<file path="src/rtl/fix2flt_engine.sv">
// Converts 16-bit two's-complement words in data memory to IEEE-754 half precision.
// The result is rounded to nearest even. The block is a byte-wide bus master with a start/done handshake.
module fix2flt_engine #(
    parameter int AW        = 8,
    parameter int SRC_BASE  = 0,
    parameter int DST_BASE  = 30,
    parameter int NUM_WORDS = 15
) (
    input  logic          clk,
    input  logic          reset,
    input  logic          start,
    output logic          done,
    output logic [AW-1:0] mem_addr,
    output logic          mem_read,
    output logic          mem_write,
    output logic [7:0]    mem_wdata,
    input  logic [7:0]    mem_rdata,
    output logic [2:0]    dbg_state
);

    // Memory handshake: mem_read samples mem_rdata combinationally in the same cycle.
    // mem_write commits mem_wdata at mem_addr on the next rising clk.
    // The two strobes are never asserted together.
    typedef enum logic [2:0] {
        S_IDLE  = 3'd0,
        S_RD_HI = 3'd1,
        S_RD_LO = 3'd2,
        S_NORM  = 3'd3,
        S_ROUND = 3'd4,
        S_WR_HI = 3'd5,
        S_WR_LO = 3'd6,
        S_FIN   = 3'd7
    } state_t;

    state_t        state_q, state_d;
    logic          start_q;
    logic [6:0]    idx_q, idx_d;
    logic [7:0]    msb_q, msb_d;
    logic [15:0]   mag_q, mag_d;
    logic [3:0]    k_q, k_d;
    logic          sign_q, sign_d;
    logic [15:0]   result_q, result_d;

    logic          start_edge;
    logic [15:0]   x_full;
    logic [15:0]   mag_abs;
    logic [4:0]    exp_base;
    logic          round_up;
    logic [14:0]   rounded;
    logic [AW-1:0] src_addr;
    logic [AW-1:0] dst_addr;
    logic          last_word;

    assign start_edge = start & ~start_q;
    assign x_full     = {msb_q, mem_rdata};
    assign mag_abs    = x_full[15] ? (~x_full + 16'd1) : x_full;
    assign exp_base   = 5'd30 - {1'b0, k_q};
    assign round_up   = mag_q[4] & ((|mag_q[3:0]) | mag_q[5]);
    // A mantissa carry-out ripples straight into the exponent field.
    assign rounded    = {exp_base, mag_q[14:5]} + {14'd0, round_up};
    assign src_addr   = AW'(SRC_BASE) + AW'({idx_q, 1'b0});
    assign dst_addr   = AW'(DST_BASE) + AW'({idx_q, 1'b0});
    assign last_word  = (idx_q == 7'(NUM_WORDS - 1));

    always_comb begin
        state_d   = state_q;
        idx_d     = idx_q;
        msb_d     = msb_q;
        mag_d     = mag_q;
        k_d       = k_q;
        sign_d    = sign_q;
        result_d  = result_q;
        mem_addr  = '0;
        mem_read  = 1'b0;
        mem_write = 1'b0;
        mem_wdata = 8'd0;
        case (state_q)
            S_IDLE, S_FIN: begin
                if (start_edge) begin
                    idx_d   = 7'd0;
                    state_d = S_RD_HI;
                end
            end
            S_RD_HI: begin
                mem_read = 1'b1;
                mem_addr = src_addr;
                msb_d    = mem_rdata;
                state_d  = S_RD_LO;
            end
            S_RD_LO: begin
                mem_read = 1'b1;
                mem_addr = src_addr + AW'(1);
                sign_d   = x_full[15];
                mag_d    = mag_abs;
                k_d      = 4'd0;
                if (x_full == 16'd0) begin
                    result_d = 16'd0;
                    state_d  = S_WR_HI;
                end else begin
                    state_d = S_NORM;
                end
            end
            S_NORM: begin
                if (!mag_q[15]) begin
                    mag_d = mag_q << 1;
                    k_d   = k_q + 4'd1;
                end else begin
                    state_d = S_ROUND;
                end
            end
            S_ROUND: begin
                result_d = {sign_q, rounded};
                state_d  = S_WR_HI;
            end
            S_WR_HI: begin
                mem_write = 1'b1;
                mem_addr  = dst_addr;
                mem_wdata = result_q[15:8];
                state_d   = S_WR_LO;
            end
            S_WR_LO: begin
                mem_write = 1'b1;
                mem_addr  = dst_addr + AW'(1);
                mem_wdata = result_q[7:0];
                idx_d     = idx_q + 7'd1;
                state_d   = last_word ? S_FIN : S_RD_HI;
            end
            default: state_d = S_IDLE;
        endcase
    end

    always_ff @(posedge clk or posedge reset) begin
        if (reset) begin
            state_q  <= S_IDLE;
            start_q  <= 1'b0;
            idx_q    <= 7'd0;
            msb_q    <= 8'd0;
            mag_q    <= 16'd0;
            k_q      <= 4'd0;
            sign_q   <= 1'b0;
            result_q <= 16'd0;
        end else begin
            state_q  <= state_d;
            start_q  <= start;
            idx_q    <= idx_d;
            msb_q    <= msb_d;
            mag_q    <= mag_d;
            k_q      <= k_d;
            sign_q   <= sign_d;
            result_q <= result_d;
        end
    end

    assign done      = (state_q == S_FIN);
    assign dbg_state = state_q;

endmodule

</file>
<file path="config.mk">
export PLATFORM = sky130hd
export DESIGN_NAME = fix2flt_engine
export DESIGN_NICKNAME = d
export VERILOG_FILES = /design/src/rtl/fix2flt_engine.sv
export SDC_FILE = /design/constraint.sdc
export NUM_CORES = 1
export LEC_CHECK = 0
export BUFFER_PORTS_ARGS = -buffer_cell sky130_fd_sc_hd__buf_2
export CAP_MARGIN = 15
export CORE_UTILIZATION = 60
export CTS_CLUSTER_SIZE = 30
export DETAILED_ROUTE_END_ITERATION = 16
export PLACE_DENSITY = 0.88
export SLEW_MARGIN = 10
export SYNTH_ARGS = -nofsm -noshare
export SYNTH_HDL_FRONTEND = slang
export SYNTH_SLANG_ARGS = --single-unit
</file>
<file path="constraint.sdc">
create_clock -name clk -period 4.68 [get_ports clk]
set_input_delay 0.468 -clock clk [delete_from_list [all_inputs] [get_ports clk]]
set_output_delay 0.468 -clock clk [all_outputs]
set_load 0.02 [all_outputs]
</file>
Yosys cells after proc, flatten, opt, wreduce, memory -nomap -nowiden
Cells that the tools add are included.
{"block": "op_classes", "n_addsub": 8, "eq_ne": 12, "n_mux": 18, "bitwise": 5, "n_reduce_logical": 13}
{"op": "$pmux W16 S2", "count": 2}
{"op": "$mux W16", "count": 3}
{"op": "$pmux W8 S4", "count": 1}
{"op": "$pmux W3 S7", "count": 1}
{"op": "$add A16 B1 Y16 const B", "count": 1}
{"op": "$add A8 B1 Y8 const B", "count": 2}
{"op": "$logic_not A16 Y1", "count": 1}
{"op": "$not A16 Y16", "count": 1}
{"op": "$pmux W8 S2", "count": 1}
{"op": "$add A15 B1 Y15", "count": 1}
{"op": "$pmux W7 S2", "count": 1}
{"op": "$eq A3 B3 Y1 const B", "count": 4}
{"op": "$mux W3", "count": 4}
{"op": "$add A5 B8 Y8 const A", "count": 1}
{"op": "$ne A2 B2 Y1 const B", "count": 4}
{"op": "$pmux W4 S2", "count": 1}
{"op": "$reduce_and A2 Y1", "count": 4}
{"op": "$add A7 B1 Y7 const B", "count": 1}
{"op": "$eq A7 B4 Y1 const B", "count": 1}
{"op": "$mux W7", "count": 1}
{"op": "$eq A3 B2 Y1 const B", "count": 2}
{"op": "$reduce_bool A2 Y1", "count": 3}
{"op": "$reduce_or A2 Y1", "count": 3}
{"op": "$sub A5 B4 Y5 const A", "count": 1}
{"op": "9 further kinds", "count": 11}
{"block": "word_totals", "regBits": 56, "in_bits": 11, "output_inout_bits": 22}

Longest topological paths before layout
{"block": "depth", "ltp_word": 5, "depth_mapped": 8, "depth_no_buf": 7}

Worst setup path before layout
Ideal clock, no wire load.
{"block": "synth_timing", "path_kind": "reg-to-output", "start": "register state_q[1], in the netlist dbg_state[1]", "end": "output port mem_addr[1]", "arrival_time_ps": 1927, "required_ps": 4212, "setup_slack_ps": 2285, "stages_incl_launch_ff": 5, "n_path_buf": 1, "path_cell_list": "dfrtp_1 > nor2b_1 > clkbuf_1 > o21ai_0 > o21ai_0"}
{"block": "synth_via", "elab_chain_cells": 2}
{"item": "from (decl)", "line": "35", "text": "state_t state_q, state_d;"}
{"item": "from (signal assigned)", "line": "143", "text": "state_q <= state_d;"}
{"item": "$eq A3 B3 Y1, or another cell as far along", "line": "77", "text": "case (state_q)"}
{"item": "$pmux W8 S4 *", "line": "77"}
{"item": "to (decl)", "line": "13", "text": "output logic [AW-1:0] mem_addr,"}
Every way passes the cells marked *; elsewhere a longest branch is shown, timed or not.

Final worst setup path
Same ends and word-level chain as after synthesis.

==> qor.csv <==
stage,metric,value,unit
floorplanning,die area,5850,um^2
critical_path,WP data arrival,3.03,ns
synth,Syn. warnings,0,
timing,Slew @ Worst Pin,0.953,ns
final_layout,synth-to-layout area growth,7.03,%
final_layout,fin area,3560,um^2
synth,most instantiated library cell after synthesis,dfrtp_1,
synth,Yosys reg bits,56,
timing,fin crit share,0.747,
floorplanning,die width,76.5,um
synth,cell count after synthesis,358,
synth,Post-Syn Area,3330,um^2
grt,gr usage total,0.262,
clock_tree,H-tree levels,2,
critical_path,max incr delay on CP,0.79,ns
final_layout,ANT cells,0,
clock_tree,post-CTS setup repair buffer count,0,
timing,final hold violations,0,
min_path,Hold Crit Class,in -> reg,
synth,number of distinct library cells after synthesis,44,
flow_run,max cap viols,0,
grt,number of global-route vias before repair,2457,
clock_tree,cts hold-fix bufs,0,
timing,post-route worst hold slack,0.266,ns
routing,met1 WL,3290,um
clock_tree,# resized after CTS,0,
clock_tree,clk sinks,56,
critical_path,Critical-path top delay cell,nor2b_1,
floorplanning,Rows,26,
critical_path,CP endpoint kind,primary output,
critical_path,Max Fanout on Critical Path,21,
floorplanning,io pins,33,
synth,syn avg cell area,9.30,um^2
run_status,status,completed,
clock_tree,number of CTS-inserted buffers,5,
critical_path,Crit path buffers/inverters,1,
routing,Vias,2697,
clock_tree,CTS tree,built,
synth,syn nets,376,
synth,fraction of registers with async set/reset,1.00,
placement,GP Congestion,0.868,
synth,synth top area cells,"dfrtp_1, xor2_1, a22oi_1",
clock_tree,CTS clock-pin slew for the worst setup and hold paths,0.10,ns
routing,DRC violation count after routing,0,
synth,"Seq/Total Area, Yosys",0.421,
routing,routed wire length,7080,um
final_layout,ratio of cells with drive above 1 in the final layout,0.145,
synth,Yosys top cell area share,0.421,
power_and_ir_drop,power per cell area,681,nW/um^2
critical_path,Worst EP required,4.21,ns
timing,Setup Total Neg Slack,0,ns
critical_path,R2R cell count,5,
grt,initial antenna violation count,0,
routing,DRT antenna net count,0,
critical_path,crit-path cells,"nor2b_1, nand2b_1, nand2b_1, nand2_1, o21ai_0, buf_2",
timing,worst clock skew,0.00727,ns
grt,first-pass GRT wire length,12200,um
power_and_ir_drop,peak supply drop,426,uV
routing,Vias per Instance,6.09,
placement,# port buffers,32,
grt,largest net degree at the start of global routing,57,
routing,Routed met2 length,3420,um
synth,"area leader, netlist",dfrtp_1,
critical_path,Setup CP Type,reg -> out,
floorplanning,Initial Util,0.635,
synth,top_reg_cell synth,dfrtp_1,
routing,DRT Pass-1 Iters,5,
synth,Post-synth EDFFs,0,
critical_path,crit-path leading delay family,simple AND/OR/NAND/NOR gates,
clock_tree,Root Driver,clkbuf_8,
timing,slew margin rel.,0.362,
routing,routed length per instance,16.0,um
routing,drt initial violations,205,
placement,dpl hpwl,5060,um
critical_path,critical path depth,6,
timing,Achievable Freq,286,MHz
timing,Final setup viols,0,
routing,Highest Signal Layer,met4,
grt,gr ovfl total,0,
critical_path,"most used cell, CP",nand2b_1,
routing,met3 wire len,303,um
timing,RSZ-0062 raised after global routing,false,
final_layout,"Net count, final",391,
timing,"Slew Viols, Final",0,
min_path,hold depth,1,
final_layout,# fillers,403,
timing,"Min Clock Period, post-route",3.50,ns
clock_tree,CTS Buffer Depth,2,
synth,top cells by instance count after synthesis,"dfrtp_1, nand2_1, o21ai_0",
power_and_ir_drop,Static Leak,1.57,nW
clock_tree,Clock Latency Late Sink,0.31,ns
floorplanning,die height,76.5,um
critical_path,Startpoint Class,flip-flop,
placement,Placed Area,3480,um^2
floorplanning,placeable core area,5240,um^2
[routing by layer]
metal  vias to the layer above  global-route usage
met4                         0              0.0577
met1                      1310               0.363
met5                         -                   0
met3                         5              0.0395
met2                        79               0.437
li1                       1303                   -
[per-stage QoR]
stage,utilization,setup slack [ns],cells,power (mW)
after detailed placement,0.665,1.57,436,2.16
after CTS,0.680,1.21,443,2.42
final,0.680,1.18,443,2.42
after floorplan,-,2.28,358,1.87
after global placement,0.665,1.74,436,2.10
after global routing,0.680,0.943,443,2.62
[cell type report]
type	instances	area, um^2	share of cell area
well taps	70	87.6	0.0246
clock inverters	2	12.5	0.00351
multi-input cells	268	1790	0.503
flip-flops and latches	56	1400	0.393
clock buffers	5	68.8	0.0193
repair buffers	33	168	0.0471
inverters	9	33.8	0.00948
[state kept, by name, summed over array words and instances, names as in the netlist]
signal and flops:
dbg_state 3, msb_q 8, sign_q 1, k_q 4
idx_q 7, mag_q 16, start_q 1, result_q 16
[kinds of logic (layout without fill, tap and decap cells)]
family                     after synthesis  count (layout)  synth area share
and+or+nand+nor                        131             131             0.213
muxes                                   13              13            0.0421
xor gates and xnor gates                33              33            0.0868
AOI/OAI and AO/OA                       84              84             0.170
DFF                                     56              56             0.421
buffers and inverters                   34              49            0.0410
adders and majority gates                7               7            0.0263
[report_power, final]
group / internal [mW] / switching [mW]
Sequential: 0.702 / 0.341
Combinational: 0.491 / 0.634
Clock: 0.102 / 0.156
[final timing paths]
kind                                               start  slack, ns                      end
worst max-delay path            dbg_state[1]$_DFFE_PP0P_       1.18              mem_addr[1]
worst min-delay path                               start       0.27        start_q$_DFF_PP0_
worst max register to register  dbg_state[1]$_DFFE_PP0P_       1.57  result_q[9]$_DFFE_PP0P_
worst min register to register   result_q[8]$_DFFE_PP0P_       0.50  result_q[8]$_DFFE_PP0P_
max in group asynchronous                          reset       3.89     mag_q[8]$_DFFE_PP0P_
min in group asynchronous                          reset       0.33  result_q[3]$_DFFE_PP0P_
[cell usage in the layout, fill, tap and decap left out, drive strengths merged, types with 7 or more instances in the layout]
master  synthesis  layout
nand4           7       7
inv             9       9
dfrtp          56      56
nor3            7       7
xor2           23      23
a22oi          20      20
xnor2          10      10
a22o           14      14
o21ai          31      31
nand2          32      32
nor2b          18      18
buf             2      33
mux2            8       8
ha              7       7
nand3          16      16
nor2           23      23
No activity file was read; power rests on OpenSTA's default activity.
